<file path="config.mk">
export PLATFORM = sky130hd
export DESIGN_NAME = shift_iter
export DESIGN_NICKNAME = d
export VERILOG_FILES = /design/src/rtl/shift_pkg.sv /design/src/rtl/shift_step.sv /design/src/rtl/shift_iter.sv
export SDC_FILE = /design/constraint.sdc
export NUM_CORES = 1
export LEC_CHECK = 0
export CAP_MARGIN = 40
export CORE_ASPECT_RATIO = 0.9
export CORE_MARGIN = 8
export CORE_UTILIZATION = 51
export CTS_BUF_LIST = sky130_fd_sc_hd__clkbuf_8 sky130_fd_sc_hd__clkbuf_16
export DETAILED_ROUTE_END_ITERATION = 10
export PLACE_DENSITY = 0.87
export SLEW_MARGIN = 20
export SYNTH_ARGS = -nofsm -noshare
export SYNTH_HDL_FRONTEND = slang
export SYNTH_SLANG_ARGS = --single-unit
</file>
<file path="constraint.sdc">
create_clock -name clk -period 2.9 [get_ports clk]
set_input_delay 0.29 -clock clk [delete_from_list [all_inputs] [get_ports clk]]
set_output_delay 0.29 -clock clk [all_outputs]
set_load 0.05 [all_outputs]
</file>
<file path="src/rtl/shift_pkg.sv">
// shift_pkg: shared types and default width for the iterative shifter.
package shift_pkg;
   localparam int WIDTH = 32;
   typedef enum logic [1:0] {SH_LSL = 2'd0, SH_LSR = 2'd1, SH_ASR = 2'd2, SH_ROR = 2'd3} shift_type_e;
   typedef enum logic [1:0] {ST_IDLE, ST_SHIFT, ST_DONE} state_e;
endpackage

</file>
<file path="src/rtl/shift_step.sv">
// shift_step: combinational one-position shift/rotate with the bit shifted out.
module shift_step
   import shift_pkg::*;
#(
   parameter int W = WIDTH
) (
   input  shift_type_e    sh_type,
   input  logic [W-1:0]   d,
   output logic [W-1:0]   d_next,
   output logic           carry
);
   logic fill;
   always_comb begin
      fill   = (sh_type == SH_ASR) ? d[W-1] : (sh_type == SH_ROR) ? d[0] : 1'b0;
      d_next = (sh_type == SH_LSL) ? {d[W-2:0], 1'b0} : {fill, d[W-1:1]};
      carry  = (sh_type == SH_LSL) ? d[W-1] : d[0];
   end
endmodule

</file>
<file path="src/rtl/shift_iter.sv">
// shift_iter: multi-cycle shifter, one bit position per clock, valid/ready on both sides.
// Define SHIFT_ITER_CARRY_EN to build the registered carry_out; otherwise it is tied to 0.
module shift_iter
   import shift_pkg::*;
#(
   parameter int WIDTH = shift_pkg::WIDTH,
   parameter int CNT_W = $clog2(WIDTH)
) (
   input  logic             clk,
   input  logic             rst_n,
   input  logic             in_valid,
   output logic             in_ready,
   input  logic [1:0]       shift_type,
   input  logic [CNT_W-1:0] shift_number,
   input  logic [WIDTH-1:0] reg_data,
   input  logic             abort,
   output logic             out_valid,
   input  logic             out_ready,
   output logic [WIDTH-1:0] shift_out,
   output logic             carry_out
);
   state_e           state_q, state_d;
   shift_type_e      type_q, type_d;
   logic [CNT_W-1:0] cnt_q, cnt_d;
   logic [WIDTH-1:0] data_q, data_d, step_d;
   logic             step_c;
   logic             accept;

   shift_step #(.W(WIDTH)) u_step (
      .sh_type (type_q),
      .d       (data_q),
      .d_next  (step_d),
      .carry   (step_c)
   );

   always_ff @(posedge clk or negedge rst_n) begin
      if (!rst_n) begin
         state_q <= ST_IDLE;
         type_q  <= SH_LSL;
         cnt_q   <= '0;
         data_q  <= '0;
      end else begin
         state_q <= state_d;
         type_q  <= type_d;
         cnt_q   <= cnt_d;
         data_q  <= data_d;
      end
   end

   // abort wins over everything; in DONE it lands in IDLE either way
   always_comb begin
      accept  = (state_q == ST_IDLE) && in_valid && !abort;
      state_d = state_q;
      type_d  = type_q;
      cnt_d   = cnt_q;
      data_d  = data_q;
      if (abort) state_d = ST_IDLE;
      else begin
         case (state_q)
            ST_IDLE: if (in_valid) begin
               type_d  = shift_type_e'(shift_type);
               cnt_d   = shift_number;
               data_d  = reg_data;
               state_d = (shift_number == '0) ? ST_DONE : ST_SHIFT;
            end
            ST_SHIFT: begin
               data_d  = step_d;
               cnt_d   = cnt_q - 1'b1;
               state_d = (cnt_q == CNT_W'(1)) ? ST_DONE : ST_SHIFT;
            end
            ST_DONE: if (out_ready) state_d = ST_IDLE;
            default: state_d = ST_IDLE;
         endcase
      end
   end

`ifdef SHIFT_ITER_CARRY_EN
   logic carry_q, carry_d;
   always_ff @(posedge clk or negedge rst_n) begin
      if (!rst_n) carry_q <= 1'b0;
      else        carry_q <= carry_d;
   end
   always_comb begin
      carry_d = accept ? 1'b0 : (!abort && state_q == ST_SHIFT) ? step_c : carry_q;
   end
   assign carry_out = carry_q;
`else
   logic unused_c;
   assign unused_c  = step_c ^ accept;
   assign carry_out = 1'b0;
`endif

   always_comb begin
      in_ready  = (state_q == ST_IDLE);
      out_valid = (state_q == ST_DONE);
      shift_out = data_q;
   end
endmodule
</file>
==> flow_summary.yaml, run 1 <==
run_status:
  outcome: "completed"
route:
  route.detailed.drc: 0
  wl_um: 7300
  drt_first_pass_iters: 4
  postRouteAntennaNets: 0
  drt_iter0_drc: 245
  vias_per_cell: 6.09
  vias: 2509
  wl_per_cell_um: 17.7
sta:
  finalHoldViolCount: 0
  fmax_mhz: 467
  slew_viol_final: 0
  finalSetupViolCount: 0
  finalSetupTns_ns: 0
  slew_headroom_pct: 54.3
  finClkSkew_ns: 0.00827
  worst_pin_slew_ns: 0.685
  finalCritPeriodShare_pct: 73.8
  rsz0062_at_grt: "no"
  period_needed_ns: 2.14
  postLayoutSetupSlackWorst_ns: 0.760
synth:
  ys.flop_type: "dfrtp_1"
  ys_seq_area_share_pct: 40.5
  syn_area_um2: 2530
  synth-edff-count: 0
  syn_area_per_cell_um2: 8.88
  synth_cell_types: 35
  syn_inst: 285
  ys_warn_count: 0
  synth_nets: 331
  synthArstFlopShare_pct: 100
  synth-seq-cells: 41
final_layout:
  syn_to_final_growth_pct: 34.1
  layout_commonest_cell: "clkdlybuf4s50_1"
  nets: 392
  final_cell_area_um2: 3390
  drive_gt1_share_pct: 6.05
  stdcell_count: 412
  final_util_pct: 70.6
  layout_common_cells: "clkdlybuf4s50_1, dfrtp_1, o21ai_0"
  num_antenna_cells: 0
clock_network:
  post_cts_buffers: 0
  cts_buffers: 5
  cts.path.max_buffers: 2
  clock_latency_ns: 0.29
  htree_levels: 2
  cts_tree: "done"
  clk_pin_slew_ns: 0.08
  clock_sinks: 41
  cts_resized: 0
  hold_buffers: 1
  root_buffer: "clkbuf_8"
global_route:
  grt_max_degree: 41
  busiest_layer: "met2"
  gr-usage-met2_pct: 28.7
  grt_pass1_vias: 2417
  grt.met3_usage_pct: 5.67
  grt_usage_pct: 19.0
  gr-usage-met1_pct: 26.2
  antenna_found_initial: 0
  grt-ovfl-total: 0
  grt_pass1_wl_um: 12200
die:
  die_y_um: 82.8
  fp.dieW_um: 90.3
  start_util_pct: 52.7
  rows: 24
  io_pins: 79
  dieArea_um2: 7480
  core_area_um2: 4800
pwr:
  ir_drop_mv: 0.387
  internal-power_w: 0.00126
  p_leak_nw: 1.31
  swShare_pct: 44.2
  p_seq_share_pct: 36.7
  switching_power_w: 0.000995
  p_clk_share_pct: 15.6
  p_comb_share_pct: 47.7
  p_per_area_nw_per_um2: 664
placed_design:
  port_buffers: 77
  place.gp.congestion: 0.779
  placed_cells: 403
  pre_cts_ws_ns: 0.871
  dpl-instance-area_um2: 3300
  dpl.hpwl_um: 4950
job:
  cap_viol_max_count: 0
worst_setup_path:
  required_ns: 2.61
  crit_path_start_kind: "flip-flop"
  ff2ff_setup_slack_ns: 0.97
  endpoint_kind: "output port"
  worst_ep_arrival_time_ns: 1.85
  r2r-end: "shift_out[2]$_DFFE_PN0P_"
  reg2reg_depth: 4
  critical_path_class: "reg2out"
  crit_fanout: 9
  r2r_start: "state_q[1]$_DFFE_PN0P_"
hold_path:
  hold_path.class: "in2async"
[stage by stage]
step	hold WS [ns]	total power, W
3_5_place_dp	0.217	0.00191
6_report	0.436	0.00225
3_3_place_gp	0.473	0.00188
2_1_floorplan	-0.00559	0.00153
4_1_cts	0.453	0.00226
5_1_grt	0.459	0.00237
[metal layers]
metal | part of all wire, % | vias to the layer above
li1 | - | 1182
met1 | 45 | 1197
met2 | 46 | 125
met3 | 8.8 | 5
met4 | 0.34 | 0
met5 | 0 | -
[power groups by stage]
stage / clock network [W] / registers [W] / logic (W)
finish: 0.000351 / 0.000828 / 0.00107
global route: 0.000378 / 0.000850 / 0.00115
CTS: 0.000356 / 0.000826 / 0.00108
detailed placement: 0 / 0.000836 / 0.00107
global placement: 0 / 0.000832 / 0.00105
floorplan: 0 / 0.00111 / 0.000418
[cell usage after synthesis (all sizes together), types with 2 or more instances]
master	number	share of area [%]
dfrtp	41	41
o21ai	36	7.1
nor2	35	5.2
a211oi	34	10
o21a	31	9.2
o31ai	30	8.9
clkbuf	22	3.3
buf	11	3.5
inv	6	0.89
nand2	5	0.74
a2bb2oi	4	1.4
nor2b	3	0.74
o22ai	3	0.74
ha	2	0.99
mux2i	2	0.79
nand3b	2	0.59
nor4b	2	0.69
or2	2	0.59
[state kept, by name (all words and copies together) (netlist names)]
name / cells
cnt_q: 5
state_q: 2
type_q: 2
shift_out: 32
[area by class of cell]
class	instances	area, um^2
Clock buffer	5	68.8
Clock inverter	3	11.3
Fill cell	381	1410
Inverter	6	22.5
Multi-Input combinational cell	205	1320
Sequential cell	41	1030
Tap cell	65	81.3
Timing Repair Buffer	87	863
[logic make-up after synthesis]
family,Yosys count,share of synthesized area (%)
DFF,41,40.5
buffers and inverters,39,7.61
other,1,0.148
AOI/OAI and AO/OA,144,39.3
muxes,3,1.24
adders and majority gates,2,0.988
and+or+nand+nor,55,10.2
[critical path: stages, from the launching register on]
cell and delay (ns):
dfrtp_1 0.52, nor2b_1 0.22, clkdlybuf4s50_1 0.83
[how the worst max path moves through the flow]
stage,start,endpoint,slack [ns],cells past startpoint
finish,state_q[1]$_DFFE_PN0P_,out_valid,0.76,2
global placement,abort,cnt_q[1]$_DFFE_PN0P_,0.73,4
CTS,state_q[1]$_DFFE_PN0P_,out_valid,0.75,2
floorplan,state_q[0]$_DFFE_PN0P_,state_q[1]$_DFFE_PN0P_,1.19,4
detailed placement,abort,shift_out[2]$_DFFE_PN0P_,0.87,5
global route,state_q[1]$_DFFE_PN0P_,out_valid,0.67,2
(Power assumes the default switching activity.)
==> inputs of run 2 (changes only) <==
--- a/config.mk
+++ b/config.mk
@@ -8,10 +8,10 @@
 export CAP_MARGIN = 40
 export CORE_ASPECT_RATIO = 0.9
 export CORE_MARGIN = 8
-export CORE_UTILIZATION = 51
+export CORE_UTILIZATION = 47
 export CTS_BUF_LIST = sky130_fd_sc_hd__clkbuf_8 sky130_fd_sc_hd__clkbuf_16
 export DETAILED_ROUTE_END_ITERATION = 10
-export PLACE_DENSITY = 0.87
+export PLACE_DENSITY = 0.81
 export SLEW_MARGIN = 20
 export SYNTH_ARGS = -nofsm -noshare
 export SYNTH_HDL_FRONTEND = slang
==> constraint.sdc (replaced) <==
create_clock -name clk -period 2.1 [get_ports clk]
set_input_delay 0.21 -clock clk [delete_from_list [all_inputs] [get_ports clk]]
set_output_delay 0.21 -clock clk [all_outputs]
set_load 0.05 [all_outputs]
==> run 2 against run 1 <==
Effect of this change:
- clock skew up 0.0038 ns
- register-to-register slack worse by 0.65 ns
- sequential power up 36%
- combinational power up 45%
- design area up 2.6%
- first-iteration DRC count up 32%
- cell count up 2.7%
- via count up 3.5%
- worst hold slack worse by 0.057 ns
- worst setup slack worse by 0.60 ns
- clock power up 89%
- core utilization down 4.0 points
- highest routed layer unchanged
==> flow_summary.yaml, run 2 (synthesized netlist as in run 1, its figures left out) <==
run_status:
  outcome: "completed"
final_layout:
  layout_common_cells: "clkdlybuf4s50_1, dfrtp_1, o21ai_0"
  final_util_pct: 66.7
  layout_commonest_cell: "clkdlybuf4s50_1"
  drive_gt1_share_pct: 8.99
  syn_to_final_growth_pct: 37.6
  num_antenna_cells: 0
  largest_register_ffs: 32
  stdcell_count: 423
  fillCellCount: 428
  nets: 401
sta:
  finalHoldViolCount: 0
  postLayoutSetupSlackWorst_ns: 0.163
  finalSetupViolCount: 0
  slew_headroom_pct: 47.6
  period_needed_ns: 1.94
  slew_viol_final: 0
  fmax_mhz: 516
  worst_pin_slew_ns: 0.785
  rsz0062_at_grt: "no"
  finalSetupTns_ns: 0
  finClkSkew_ns: 0.0121
  finalCritPeriodShare_pct: 92.2
worst_setup_path:
  crit_fanout: 9
  crit_family: "buffers and inverters"
  required_ns: 1.89
  ff2ff_setup_slack_ns: 0.32
  reg2reg_depth: 4
  endpoint_kind: "output port"
  r2r_start: "state_q[0]$_DFFE_PN0P_"
  slowest_delay_ns: 0.81
  cp_slowest_cell: "clkdlybuf4s50_1"
  cp.buffers_inverters: 1
  r2r-end: "shift_out[4]$_DFFE_PN0P_"
  worst_ep_arrival_time_ns: 1.73
  critical_path_class: "reg2out"
  crit_chain: "nor2_1 > clkdlybuf4s50_1"
  crit_path_start_kind: "flip-flop"
clock_network:
  cts_tree: "done"
  htree_levels: 2
  post_cts_buffers: 0
  root_buffer: "clkbuf_8"
  cts.path.max_buffers: 2
  clk_pin_slew_ns: 0.09
  clock_sinks: 41
  cts_buffers: 5
  clock_latency_ns: 0.30
route:
  postRouteAntennaNets: 0
  route.detailed.drc: 0
  vias: 2598
  wl_um: 7910
  drt_first_pass_iters: 5
  vias_per_cell: 6.14
  wl_per_cell_um: 18.7
  drt_iter0_drc: 323
pwr:
  p_per_area_nw_per_um2: 960
  total_power_w: 0.00334
  ir_drop_mv: 0.436
  p_leak_nw: 1.37
die:
  die_y_um: 85.6
  start_util_pct: 48.5
  rows: 25
  fp.dieW_um: 93.4
  dieArea_um2: 7990
  io_pins: 79
  core_area_um2: 5220
global_route:
  grt_pass1_vias: 2598
  grt_pass1_wl_um: 13000
  grt_usage_pct: 19.8
  grt_max_degree: 25
  grt-ovfl-total: 0
  antenna_found_initial: 0
placed_design:
  dpl.hpwl_um: 5470
  port_buffers: 77
  place.gp.congestion: 0.826
  pre_cts_ws_ns: 0.147
  placed_cells: 414
job:
  cap_viol_max_count: 0
hold_path:
  hold_path.class: "in2async"
[run 2: where the power goes]
part | switching [W] | leakage [nW] | internal [W]
Combinational | 0.000956 | 0.810 | 0.000592
Sequential | 0.000182 | 0.500 | 0.000948
Clock | 0.000282 | 0.0626 | 0.000383
[run 2: worst max path at each step]
stage	depth (start not counted)	slack (ns)	to	start
floorplan	4	0.39	state_q[1]$_DFFE_PN0P_	state_q[0]$_DFFE_PN0P_
global placement	5	0.20	shift_out[0]$_DFFE_PN0P_	in_valid
detailed placement	5	0.15	shift_out[6]$_DFFE_PN0P_	in_valid
CTS	2	0.03	out_valid	state_q[1]$_DFFE_PN0P_
global route	2	0.10	in_ready	state_q[1]$_DFFE_PN0P_
finish	2	0.16	in_ready	state_q[1]$_DFFE_PN0P_
[run 2: area by class of cell]
cell class,count,area (um^2),area share [%]
multi-input combinational,205,1320,37.9
clock inverter,2,33.8,0.970
tap,67,83.8,2.41
clock buffer,6,82.6,2.37
timing repair buffer,96,913,26.2
sequential,41,1030,29.5
inverter,6,22.5,0.647
[run 2: through the flow]
step | cell area (um^2) | hold slack [ns]
5_1_grt | 3480 | 0.408
4_1_cts | 3480 | 0.389
6_report | 3480 | 0.379
3_5_place_dp | 3350 | 0.171
3_3_place_gp | 3350 | 0.165
2_1_floorplan | 2530 | -0.0856
[run 2: routing by layer]
metal	track usage, %	vias to the layer above	share of wire (%)
li1	-	1199	-
met1	26.3	1248	44
met2	30.7	143	46
met3	4.54	8	8.3
met4	6.58	0	1.3
met5	0	-	0
[run 2: timing repair]
item                                   4_1_cts  5_1_grt
resized for setup                            0        1
setup endpoints to repair                    0        1
endpoints found under the hold margin       17        0
hold buffers                                 1        0
[run 2: worst register-to-register path: stages (launching register included)]
cell and delay [ns]:
dfrtp_1 0.42, nor2_2 0.64, or2_1 0.22, buf_4 0.25
o31ai_1 0.12
==> inputs of run 3 (changes only) <==
--- a/config.mk
+++ b/config.mk
@@ -10,6 +10,7 @@
 export CORE_MARGIN = 8
 export CORE_UTILIZATION = 47
 export CTS_BUF_LIST = sky130_fd_sc_hd__clkbuf_8 sky130_fd_sc_hd__clkbuf_16
+export CTS_CLUSTER_SIZE = 10
 export DETAILED_ROUTE_END_ITERATION = 10
 export PLACE_DENSITY = 0.81
 export SLEW_MARGIN = 20
==> results of run 3 <==
Same layout as run 2: the final DEF is identical, and so are final timing and power.
